[src/rtl/sw_pattern_sequencer_pkg.sv]
// sw_seq_pkg: state encoding and the fixed switch-code pattern shared by the sequencer.
package sw_seq_pkg;
    localparam logic [1:0] IDLE  = 2'd0;
    localparam logic [1:0] RUN   = 2'd1;
    localparam logic [1:0] PAUSE = 2'd2;
    localparam int NUM_STEPS = 6;
    localparam logic [2:0] LAST_STEP = 3'(NUM_STEPS - 1);
    localparam logic [2:0] PATTERN [NUM_STEPS] = '{3'b001, 3'b010, 3'b100, 3'b111, 3'b100, 3'b000};
    function automatic logic [2:0] pattern_code(input logic [2:0] idx);
        return (idx <= LAST_STEP) ? PATTERN[idx] : 3'b000;
    endfunction
endpackage

[src/rtl/sw_pattern_sequencer_if.sv]
// sw_pattern_sequencer_if: control inputs and switch-code outputs of the pattern sequencer.
interface sw_pattern_sequencer_if;
    logic       start;
    logic       stop;
    logic       manual_en;
    logic [2:0] manual_sw;
    logic [2:0] sw_out;
    logic       busy;
    logic [2:0] step_idx;
    logic       done;
    modport master (output start, stop, manual_en, manual_sw, input sw_out, busy, step_idx, done);
    modport slave  (input start, stop, manual_en, manual_sw, output sw_out, busy, step_idx, done);
endinterface

[src/rtl/sw_pattern_sequencer_dwell_timer.sv]
// dwell_timer: per-step cycle counter; expire is high on the last cycle of a step.
module dwell_timer #(
    parameter int unsigned DWELL_CYCLES = 100000000,
    parameter int          CNT_W        = 32
) (
    input  logic clk,
    input  logic rst_n,
    input  logic en,
    input  logic clr,
    output logic expire
);
    localparam logic [CNT_W-1:0] LAST = CNT_W'(DWELL_CYCLES - 1);
    logic [CNT_W-1:0] count;
    always_ff @(posedge clk or negedge rst_n) begin
        if (!rst_n) count <= '0;
        else if (clr) count <= '0;
        else if (en) count <= count + 1'b1;
    end
    assign expire = (count == LAST);
endmodule

[src/rtl/sw_pattern_sequencer.sv]
// sw_pattern_sequencer: steps the LED FSM switch code through a fixed pattern with manual override.
// Define SW_PATTERN_LOOP_EN to repeat the pattern until stop instead of running it once.
module sw_pattern_sequencer
    import sw_seq_pkg::*;
#(
    parameter int unsigned DWELL_CYCLES = 100000000,
    parameter int          CNT_W        = 32
) (
    input logic clk,
    input logic rst_n,
    sw_pattern_sequencer_if.slave bus
);
    logic [1:0] state;
    logic [2:0] step;
    logic [2:0] sw;
    logic       busy_q;
    logic       done_q;
    logic       expire;
    logic       cnt_en;
    logic       cnt_clr;
    // Manual entry in an expiry cycle holds the count so the step still finishes after release.
    assign cnt_en  = (state == RUN) && !bus.stop && !expire;
    assign cnt_clr = (state == IDLE) || bus.stop || ((state == RUN) && !bus.manual_en && expire);
    dwell_timer #(.DWELL_CYCLES(DWELL_CYCLES), .CNT_W(CNT_W)) u_timer (
        .clk    (clk),
        .rst_n  (rst_n),
        .en     (cnt_en),
        .clr    (cnt_clr),
        .expire (expire)
    );
    always_ff @(posedge clk or negedge rst_n) begin
        if (!rst_n) begin
            state  <= IDLE;
            step   <= '0;
            sw     <= '0;
            busy_q <= 1'b0;
            done_q <= 1'b0;
        end else begin
            done_q <= 1'b0;
            if (state == IDLE) begin
                if (bus.start && !bus.stop) begin
                    state  <= RUN;
                    step   <= '0;
                    sw     <= pattern_code(3'd0);
                    busy_q <= 1'b1;
                end else begin
                    sw <= bus.manual_en ? bus.manual_sw : 3'b000;
                end
            end else if (bus.stop) begin
                state  <= IDLE;
                step   <= '0;
                sw     <= '0;
                busy_q <= 1'b0;
            end else if (bus.manual_en) begin
                state <= PAUSE;
                sw    <= bus.manual_sw;
            end else if (state == PAUSE) begin
                state <= RUN;
                sw    <= pattern_code(step);
            end else if (expire) begin
                if (step != LAST_STEP) begin
                    step <= step + 3'd1;
                    sw   <= pattern_code(step + 3'd1);
                end else begin
                    done_q <= 1'b1;
                    step   <= '0;
`ifdef SW_PATTERN_LOOP_EN
                    sw     <= pattern_code(3'd0);
`else
                    state  <= IDLE;
                    sw     <= '0;
                    busy_q <= 1'b0;
`endif
                end
            end
        end
    end
    assign bus.sw_out   = sw;
    assign bus.busy     = busy_q;
    assign bus.step_idx = step;
    assign bus.done     = done_q;
endmodule

[src/flat_wrapper.sv]
// flat-port wrapper written by rule: the top's interface ports become plain ports
module sw_pattern_sequencer_flat import sw_seq_pkg::*;
#(
    parameter int unsigned DWELL_CYCLES = 100000000,
    parameter int          CNT_W        = 32
)
  (clk, rst_n, bus_start, bus_stop, bus_manual_en, bus_manual_sw, bus_sw_out, bus_busy, bus_step_idx, bus_done);
  sw_pattern_sequencer_if bus_i ();
  input logic clk;
  input logic rst_n;
  input wire logic [$bits(bus_i.start)-1:0] bus_start;
  input wire logic [$bits(bus_i.stop)-1:0] bus_stop;
  input wire logic [$bits(bus_i.manual_en)-1:0] bus_manual_en;
  input wire logic [$bits(bus_i.manual_sw)-1:0] bus_manual_sw;
  output wire logic [$bits(bus_i.sw_out)-1:0] bus_sw_out;
  output wire logic [$bits(bus_i.busy)-1:0] bus_busy;
  output wire logic [$bits(bus_i.step_idx)-1:0] bus_step_idx;
  output wire logic [$bits(bus_i.done)-1:0] bus_done;
  assign bus_i.start = bus_start;
  assign bus_i.stop = bus_stop;
  assign bus_i.manual_en = bus_manual_en;
  assign bus_i.manual_sw = bus_manual_sw;
  assign bus_sw_out = bus_i.sw_out;
  assign bus_busy = bus_i.busy;
  assign bus_step_idx = bus_i.step_idx;
  assign bus_done = bus_i.done;
  sw_pattern_sequencer #(.DWELL_CYCLES(DWELL_CYCLES), .CNT_W(CNT_W)) u_core (.clk(clk), .rst_n(rst_n), .bus(bus_i));
endmodule
[config.mk]
export PLATFORM = sky130hd
export DESIGN_NAME = sw_pattern_sequencer_flat
export DESIGN_NICKNAME = d
export VERILOG_FILES = /design/src/rtl/sw_pattern_sequencer_pkg.sv /design/src/rtl/sw_pattern_sequencer_if.sv /design/src/rtl/sw_pattern_sequencer_dwell_timer.sv /design/src/rtl/sw_pattern_sequencer.sv /design/src/flat_wrapper.sv
export SDC_FILE = /design/constraint.sdc
export NUM_CORES = 1
export LEC_CHECK = 0
export CAP_MARGIN = 5
export CORE_ASPECT_RATIO = 1.1
export CORE_MARGIN = 2
export CORE_UTILIZATION = 59
export DETAILED_ROUTE_END_ITERATION = 10
export PLACE_DENSITY = 0.8
export SYNTH_ARGS = -nofsm -noshare
export SYNTH_HDL_FRONTEND = slang
export SYNTH_SLANG_ARGS = --single-unit
[constraint.sdc]
create_clock -name clk -period 2.5 [get_ports clk]
set_clock_uncertainty 0.2 [all_clocks]
set_input_delay 0.75 -clock clk [delete_from_list [all_inputs] [get_ports clk]]
set_output_delay 0.75 -clock clk [all_outputs]
set_load 0.005 [all_outputs]
Word-level counts from Yosys, hierarchy flattened
Memory sizes are Yosys's and may differ from the RTL's.
Cells that the tools add are included.
Cells by class
  mux-type cells: 43
  $lt $le $gt $ge: 4
  add/sub/neg operators: 2
  equality and inequality tests: 9
  bitwise gates (word level): 2
  reduce and logical (&&, ||, !) cells: 17
Operators with widths (number)
  two-way mux 32 bit: 2
  two-way mux 3 bit: 21
  adder 32 x 1 -> 32 bit, second input constant: 1
  == test 32 x 27 -> 1 bit, second input constant: 1
  two-way mux 2 bit: 7
  two-way mux 1 bit: 13
  inequality test 3 x 2 -> 1 bit, second input constant: 3
  greater-or-equal comparator 4 bit, second input constant: 2
  NOT 3 -> 4 bit: 2
  less-or-equal comparator 3 bit, second input constant: 2
  logical AND 1 bit: 5
  inequality test 5 x 3 -> 1 bit, second input constant: 1
  AND reduction 5 bit: 1
  nonzero test 5 bit: 1
  AND reduction 4 bit: 1
  adder 3 x 1 -> 3 bit, second input constant: 1
  zero test 1 bit: 3
  inequality test 3 bit, second input constant: 1
  AND reduction 3 bit: 1
  nonzero test 3 bit: 1
  == test 2 x 1 -> 1 bit, second input constant: 1
  == test 2 bit, second input constant: 1
  zero test 2 bit: 1
  logical OR 1 bit: 2
  other kinds (2): 2
Storage, ports and cells
  bits of input ports: 8
  word-level logic and storage cells: 85
  memories: 2
  memory bits (read-only): 48
  register bits after elaboration: 42
Memory list
  (name not given): depth 8, width 3, rd ports 1, clocked after Yosys merged registers in 0, wr ports 0, RTL line sw_pattern_sequencer_pkg.sv:10  | return (idx <= LAST_STEP) ? PATTERN[idx] : 3'b000;
  (name not given): depth 8, width 3, rd ports 1, clocked after Yosys merged registers in 0, wr ports 0, RTL line sw_pattern_sequencer_pkg.sv:10

Longest topological paths before layout
Gate-level depths: netlist (run 1).
  depth after elaboration: 12
  depth in mapped cells: 8
  gate-level depth less buffers: 7

Cells and area by module
Synthesis (run 1) repeated with hierarchy kept, for this count alone.
Second synthesis, totals
  cells, all modules: 284
  area, all modules: 2597.5 um^2
Modules (own cells, without submodules)
  dwell_timer: cells an instance 193, seq. area each 800.8 um^2, area each 1784.2 um^2, instances 1
  sw_pattern_sequencer: cells an instance 91, seq. area each 250.2 um^2, area each 813.3 um^2, instances 1

Least setup slack after synthesis (run 1)
OpenSTA, ideal clock, no wires.
  path kind: in2reg
  start: input bus_stop
  end: register u_core.u_timer.count[16]
  slack: -13 ps
  stages: 7
  arrival: 2234 ps
  cell sequence: or3b_1 > buf_2 > nor3_4 > o21ai_1 > buf_2 > or4_1 > a21oi_1
On the way
  cells in the longest elaborated chain, start to end: 4
  elaborated cells on any way between the ends: 7
  those cells by class: 1 x mux; 6 x reduce/logical
RTL lines
  start, declared: RTL line flat_wrapper.sv:12  | input wire logic [$bits(bus_i.stop)-1:0] bus_stop;
  zero test 1 bit: RTL line sw_pattern_sequencer.sv:22  | assign cnt_en = (state == RUN) && !bus.stop && !expire;
  logical AND 1 bit (2 in a row): RTL line sw_pattern_sequencer.sv:22
  nonzero test 2 bit (no source line)
  end signal, assigned: RTL line sw_pattern_sequencer_dwell_timer.sv:17  | else if (en) count <= count + 1'b1;
  end, declared: RTL line sw_pattern_sequencer_dwell_timer.sv:13  | logic [CNT_W-1:0] count;
Parallel ways exist; a longest one is shown, timed or not.
A chain may end at the register's enable or synchronous reset.

Final worst setup path (run 1)
  start: input bus_start
  end: register u_core.sw[1] (netlist: u_core.bus.sw_out[1])
On the way
  cells in the longest elaborated chain, start to end: 3
RTL lines
  start, declared: RTL line flat_wrapper.sv:11  | input wire logic [$bits(bus_i.start)-1:0] bus_start;
  logical AND 1 bit: RTL line sw_pattern_sequencer.sv:41  | if (bus.start && !bus.stop) begin
  two-way mux 3 bit: RTL line sw_pattern_sequencer.sv:41
  two-way mux 3 bit: RTL line sw_pattern_sequencer.sv:40  | if (state == IDLE) begin
  end signal, assigned: RTL line sw_pattern_sequencer.sv:44  | sw <= pattern_code(3'd0);
  end signal, assigned: RTL line sw_pattern_sequencer.sv:47  | sw <= bus.manual_en ? bus.manual_sw : 3'b000;
  end signal, assigned: RTL line sw_pattern_sequencer.sv:56  | sw <= bus.manual_sw;
  end, declared: RTL line sw_pattern_sequencer.sv:15  | logic [2:0] sw;
Every way passes these cells.

==> summary.md, run 1 <==
| Metric | Value |
|---|---|
| Critical Path Max Stage Delay | 0.49 ns |
| Ys Warns | 0 |
| Die area | 4940 µm² |
| Mapped Cells | 294 |
| Total power | 1.36 mW |
| Multi-input logic area | 1480 µm² |
| Iteration-0 DRC count of the detailed router | 233 |
| Post-synth top flop | dfrtp_1 |
| Worst Path Required | 2.48 ns |
| Vias/cell | 6.30 |
| Wire per inst | 16.2 µm |
| Worst path slowest cell | clkdlybuf4s50_1 |
| Residual DRC | 0 |
| Number of global-route vias before repair | 2,246 |
| CTS Sinks | 42 |
| Final core utilization | 72.3% |
| Synth top area share | 40.6% |
| Overflow after GRT | 0 |
| Worst-path clk slew | 0.08 ns |
| GRT Util Overall | 27.6% |
| Max clock buf depth | 2 |
| Tcrit/Tclk final | 95.5% |
| Avg Inst Size Synth | 8.81 µm² |
| Die width | 67.2 µm |
| Post-synth EDFFs | 0 |
| Worst path cell trace | clkdlybuf4s50_1, nor4b_1, nor2_1, a32o_1, mux2_2 |
| Max_slew headroom | 56.6% |
| LEAKAGE | 1.21 nW |
| Total CTS buffers | 5 |
| Max-cap viol count | 0 |
| Sequential cell area | 1050 µm² |
| PwrDens | 444 nW/µm² |
| Post-synth cell types | 44 |
| Final Critical Period | 2.39 ns |
| Fillers | 342 |
| Nets | 339 |
| Worst reg-to-reg setup slack | 0.17 ns |
| Post-DP HPWL | 4310 µm |
| CP Class | in -> reg |
| Core area | 4250 µm² |
| DR vias | 2,402 |
| CTS root buf | clkbuf_8 |
| H-tree depth | 2 |
| CTS tree | done |
| Area contributors post-synth | dfrtp_1, a21oi_1, nor2_1, nand4_1, nand3_1 |
| Hold Path Class | in -> async |
| Gpl congestion | 0.871 |
| Seq cells post-synth | 42 |
| Final setup fails | 0 |
| Startpoint Class | input port |
| Initial antenna violation count | 0 |
| # rows | 25 |
| Die Height | 73.5 µm |
| Status | finished, final reports clean |
| Design Area, Final | 3070 µm² |
| WL final | 6190 µm |
| Final hold vios | 0 |
| Post-synth top area cell | dfrtp_1 |
| Syn_nets | 307 |
| First-pass GRT wire length | 10,500 µm |
| Area after DPL | 2920 µm² |
| Input/output buffers | 15 |
| Share of synthesized registers carrying an async set or reset | 100% |
| Unrepaired setup endpoints after global routing | false |
| Worst path arrival time | 2.37 ns |
| Peak VDD IR | 0.370 mV |
| Antenna viol nets, final | 0 |
| Crit path capture type | register |
| Largest net degree at the start of global routing | 32 |
| # IOs | 16 |
| Fmax | 419 MHz |
| DRT Pass-1 Iters | 5 |
| Worst-Margin Slew | 0.651 ns |
| Clk_lat worst skew | 0.29 ns |
| Starting Density | 60.9% |
| Layout cells sized above 1 | 13.5% |
| Cell family with most CP delay | simple AND/OR/NAND/NOR gates |
| Register area share after synthesis | 40.6% |
| CP max FO | 3 |
| Hold-fix buffers, CTS | 0 |
| Ant diodes | 0 |
| CP bufs+invs | 1 |
| P&R area growth vs syn | 18.7% |
| Netlist Area Pre-Place | 2590 µm² |
| Max Slew Vio Count | 0 |
## Yosys cell counts, drive strengths merged (11+ instances only)
library cell,instances
dfrtp,42
nor2,24
a21oi,23
nand2,18
nand3,16
o21ai,16
nand4,14
or3,12
clkbuf,11
## timing repair
item,4_1_cts,5_1_grt
pin swaps,5,4
resized for setup,8,3
setup buffers,1,1
endpoints found under the setup margin,17,8
hold endpoints to repair,0,0
## kinds of logic after synthesis
| family | after synthesis | synth area share [%] |
|---|---|---|
| AND/OR/NAND/NOR | 145 | 33.0 |
| XOR/XNOR | 10 | 3.38 |
| multiplexers | 5 | 2.08 |
| AO/OA/AOI/OAI | 63 | 14.9 |
| buffers and inverters | 24 | 3.62 |
| flip-flops | 42 | 40.6 |
| adder cells (fa/ha/maj) | 5 | 2.42 |
## power breakdown
group          total (mW)  internal, mW  switching (mW)
clock               0.527         0.299           0.228
sequential          0.698         0.690         0.00807
combinational       0.140        0.0650          0.0750
## per-layer routing
layer | up-vias | track usage [%] | part of all wire [%]
li1 | 1165 | - | -
met1 | 1161 | 35.4 | 43
met2 | 66 | 46.1 | 50
met3 | 10 | 5.97 | 5.0
met4 | 0 | 8.84 | 1.6
met5 | - | 0 | 0
## stage by stage
step,cells,setup WS [ns],TNS [ns],hold WS [ns]
2_1_floorplan,294,0.0114,0,0.254
3_3_place_gp,371,-0.474,-8.57,0.295
4_1_cts,380,0.00989,0,0.297
3_5_place_dp,371,-0.557,-10.36,0.295
5_1_grt,381,0.00587,0,0.322
6_report,381,0.112,0,0.279
## path summary, 6_finish.rpt
path / startpoint / end / depth (start not counted)
hold / removal: rst_n / u_core.u_timer.count[12] / 1
setup / recovery: bus_start / u_core.bus.sw_out[1] / 5
setup reg to reg: u_core.u_timer.count[0] / u_core.u_timer.count[24] / 7
hold reg to reg: u_core.bus.sw_out[0] / u_core.bus.sw_out[0] / 1
min in group clk: u_core.bus.sw_out[0] / u_core.bus.sw_out[0] / 1
max in group asynchronous: rst_n / u_core.bus.sw_out[2] / 2
## final cells by class
cell class                 count  share of cell area (%)
clock buffer                   7                    2.48
timing repair buffer          39                    10.9
tap                           54                    2.20
inverter                      10                    1.22
sequential                    42                    34.2
multi-input combinational    228                    48.0
clock inverter                 1                   0.977
## sequential cells by signal (all words and copies together), names as in the netlist
signal	count
u_core.bus.busy	1
u_core.bus.step_idx	3
u_core.bus.sw_out	3
u_core.u_timer.count	32
u_core.bus.done	1
u_core.state	2
## layout by cell type (no fill, tap or decap), drive strengths merged, types with 12 or more instances in the layout
cell type / netlist / routed
nand4: 14 / 14
o21ai: 16 / 16
buf: 3 / 25
nor2: 24 / 24
clkdlybuf4s50: 0 / 13
nand3: 16 / 16
nand2: 18 / 18
a21oi: 23 / 23
dfrtp: 42 / 42
or3: 12 / 12
(Power assumes the default switching activity.)
==> run 2: changes to the inputs <==
--- a/config.mk
+++ b/config.mk
@@ -5,12 +5,14 @@
 export SDC_FILE = /design/constraint.sdc
 export NUM_CORES = 1
 export LEC_CHECK = 0
-export CAP_MARGIN = 5
+export CAP_MARGIN = 20
 export CORE_ASPECT_RATIO = 1.1
 export CORE_MARGIN = 2
-export CORE_UTILIZATION = 59
+export CORE_UTILIZATION = 60
+export CTS_CLUSTER_DIAMETER = 80
 export DETAILED_ROUTE_END_ITERATION = 10
-export PLACE_DENSITY = 0.8
+export DONT_BUFFER_PORTS = 1
+export PLACE_DENSITY = 0.77
 export SYNTH_ARGS = -nofsm -noshare
 export SYNTH_HDL_FRONTEND = slang
 export SYNTH_SLANG_ARGS = --single-unit
==> run 2 against run 1 <==
Net effect: count of clock-buffer cells in the layout unchanged; cell count decreased by 6.6%; critical path depth increased by 2; first-iteration DRC count decreased by 28%; flip-flop and latch count unchanged; global-route usage decreased by 0.086 points; hold slack got worse by 0.20 ns; register-to-register slack about the same; total power decreased by 3.1%; sequential share of layout area increased by 2.9 points; largest power group unchanged.
==> summary.md, run 2 (synthesized netlist as in run 1, its figures left out) <==
| Metric | Value |
|---|---|
| Status | finished, final reports clean (unchanged) |
| Starting Density | 61.3% (was 60.9%) |
| Max Slew Vio Count | 0 (unchanged) |
| Final Critical Period | 2.33 ns (was 2.39 ns) |
| CTS root buf | clkbuf_8 (unchanged) |
| Total CTS buffers | 5 (unchanged) |
| Post-DP HPWL | 4270 µm (was 4310 µm) |
| Die area | 4860 µm² (was 4940 µm²) |
| Layout cells sized above 1 | 9.27% (was 13.5%) |
| Die Height | 72.9 µm (was 73.5 µm) |
| # IOs | 16 (unchanged) |
| WL final | 5930 µm (was 6190 µm) |
| Ant diodes | 0 (unchanged) |
| Final hold vios | 0 (unchanged) |
| Number of flip-flops in the largest register | 32 (unchanged) |
| Critical R2R Capture | u_core.u_timer.count[28] (was u_core.u_timer.count[24]) |
| Initial antenna violation count | 0 (unchanged) |
| Reg2reg start | u_core.u_timer.count[0] (unchanged) |
| Commonest cells after routing, fill and taps aside | dfrtp_1, nor2_1, a21oi_1 (was dfrtp_1, nor2_1, a21oi_1, buf_4, nand2_1) |
| Worst-Margin Slew | 0.417 ns (was 0.651 ns) |
| Die width | 66.6 µm (was 67.2 µm) |
| Pre-CTS WS | -0.0800 ns (was -0.557 ns) |
| Nets | 314 (was 339) |
| Fmax | 429 MHz (was 419 MHz) |
| Max clock buf depth | 2 (unchanged) |
| Input/output buffers | 0 (was 15) |
| Clk_lat worst skew | 0.29 ns (about the same) |
| PwrDens | 467 nW/µm² (was 444 nW/µm²) |
| Unrepaired setup endpoints after global routing | false (unchanged) |
| Worst-path clk slew | 0.08 ns (about the same) |
| Vias/cell | 6.43 (was 6.30) |
| Largest net degree at the start of global routing | 43 (was 32) |
| # rows | 25 (unchanged) |
| Overflow after GRT | 0 (unchanged) |
| Worst reg2reg path depth | 7 (unchanged) |
| Max-cap viol count | 0 (unchanged) |
| DRT Pass-1 Iters | 4 (was 5) |
| First-pass GRT wire length | 10,200 µm (was 10,500 µm) |
| Worst path arrival time | 2.34 ns (was 2.37 ns) |
| Sequential cell area | 1050 µm² (unchanged) |
| CTS tree | done (unchanged) |
| Number of global-route vias before repair | 2,125 (was 2,246) |
| Gpl congestion | 0.863 (was 0.871) |
| Fillers | 361 (was 342) |
| LEAKAGE | 1.10 nW (was 1.21 nW) |
| GRT Util Overall | 27.5% (was 27.6%) |
| Postcts setup bufs | 0 (was 1) |
| Hold Path Class | in -> async (unchanged) |
| Peak VDD IR | 0.299 mV (was 0.370 mV) |
| CTS Sinks | 42 (unchanged) |
| Startpoint Class | register (was input port) |
| Iteration-0 DRC count of the detailed router | 167 (was 233) |
| Tcrit/Tclk final | 93.3% (was 95.5%) |
| Worst Path Required | 2.51 ns (was 2.48 ns) |
| DR vias | 2,288 (was 2,402) |
| P&R area growth vs syn | 9.32% (was 18.7%) |
| CP Class | reg -> reg (was in -> reg) |
| Most common cell after layout, fill and taps aside | dfrtp_1 (unchanged) |
| Most flop-heavy register | u_core.u_timer.count (unchanged) |
| Antenna viol nets, final | 0 (unchanged) |
| Final setup fails | 0 (unchanged) |
| CP max FO | 6 (was 3) |
| Wire per inst | 16.7 µm (was 16.2 µm) |
| H-tree depth | 2 (unchanged) |
| Multi-input logic area | 1450 µm² (was 1480 µm²) |
| Fin Setup TNS | 0 ns (unchanged) |
| Crit path capture type | register (unchanged) |
| Final WS setup | 0.168 ns (was 0.112 ns) |
| Residual DRC | 0 (unchanged) |
| Worst reg-to-reg setup slack | 0.17 ns (about the same) |
| Max_slew headroom | 72.0% (was 56.6%) |
| Core area | 4220 µm² (was 4250 µm²) |
run 2: cell types whose count changed in the layout (fill, tap and decap cells not counted), sizes merged:
cell,delta
clkbuf,-1
clkdlybuf4s50,-13
buf,-11
run 2: timing repair:
| item | 4_1_cts | 5_1_grt |
|---|---|---|
| endpoints found under the hold margin | 42 | 0 |
| gates resized for setup | 0 | 2 |
| hold buffers | 1 | 0 |
| endpoints found under the setup margin | 0 | 2 |
run 2: power breakdown:
part           total (mW)  switching [mW]  internal, mW
sequential          0.700         0.00973         0.690
clock               0.524           0.226         0.299
combinational      0.0984          0.0619        0.0365
total                1.32           0.297          1.03
run 2: through the flow:
step | instances | util (%) | hold WS (ns) | power [mW] | area, µm²
finish | 356 | 67.1 | 0.0833 | 1.32 | 2830
global route | 356 | 67.1 | 0.108 | 1.37 | 2830
CTS | 356 | 66.9 | 0.106 | 1.34 | 2830
detailed placement | 347 | 63.9 | 0.256 | 0.796 | 2700
global placement | 347 | 63.9 | 0.256 | 0.794 | 2700
floorplan | 294 | - | 0.254 | 0.771 | 2600
run 2: critical path, cell delays in order, from the launching register on:
cell	delay [ns]
dfrtp_1	0.43
ha_1	0.24
nand3_1	0.20
nor3_4	0.27
o2111ai_1	0.23
buf_4	0.21
or3_1	0.30
a21oi_1	0.17
run 2: cell type report:
class	instances	share of cell area, %
clock buffers	7	2.70
clock inverters	1	1.06
inverters	10	1.33
multi-input cells	228	51.3
flip-flops and latches	42	37.1
well taps	54	2.39
repair buffers	14	4.15
run 2: worst max-delay path by stage:
| stage | startpoint | end | slack [ns] | depth (start not counted) |
|---|---|---|---|---|
| floorplan | bus_stop | u_core.u_timer.count[16] | 0.01 | 7 |
| global placement | bus_stop | u_core.u_timer.count[14] | -0.03 | 5 |
| detailed placement | bus_stop | u_core.u_timer.count[20] | -0.08 | 5 |
| CTS | u_core.u_timer.count[0] | u_core.u_timer.count[14] | 0.19 | 6 |
| global route | u_core.u_timer.count[0] | u_core.u_timer.count[28] | 0.01 | 7 |
| finish | u_core.u_timer.count[0] | u_core.u_timer.count[28] | 0.17 | 7 |
run 2: metal layers:
| layer | up-vias | track usage, % | wire length, µm |
|---|---|---|---|
| met5 | - | 0 | 0 |
| met4 | 0 | 10.7 | 108 |
| met3 | 10 | 3.86 | 227 |
| met2 | 55 | 43.7 | 2830 |
| met1 | 1098 | 38.1 | 2760 |
| li1 | 1125 | - | - |
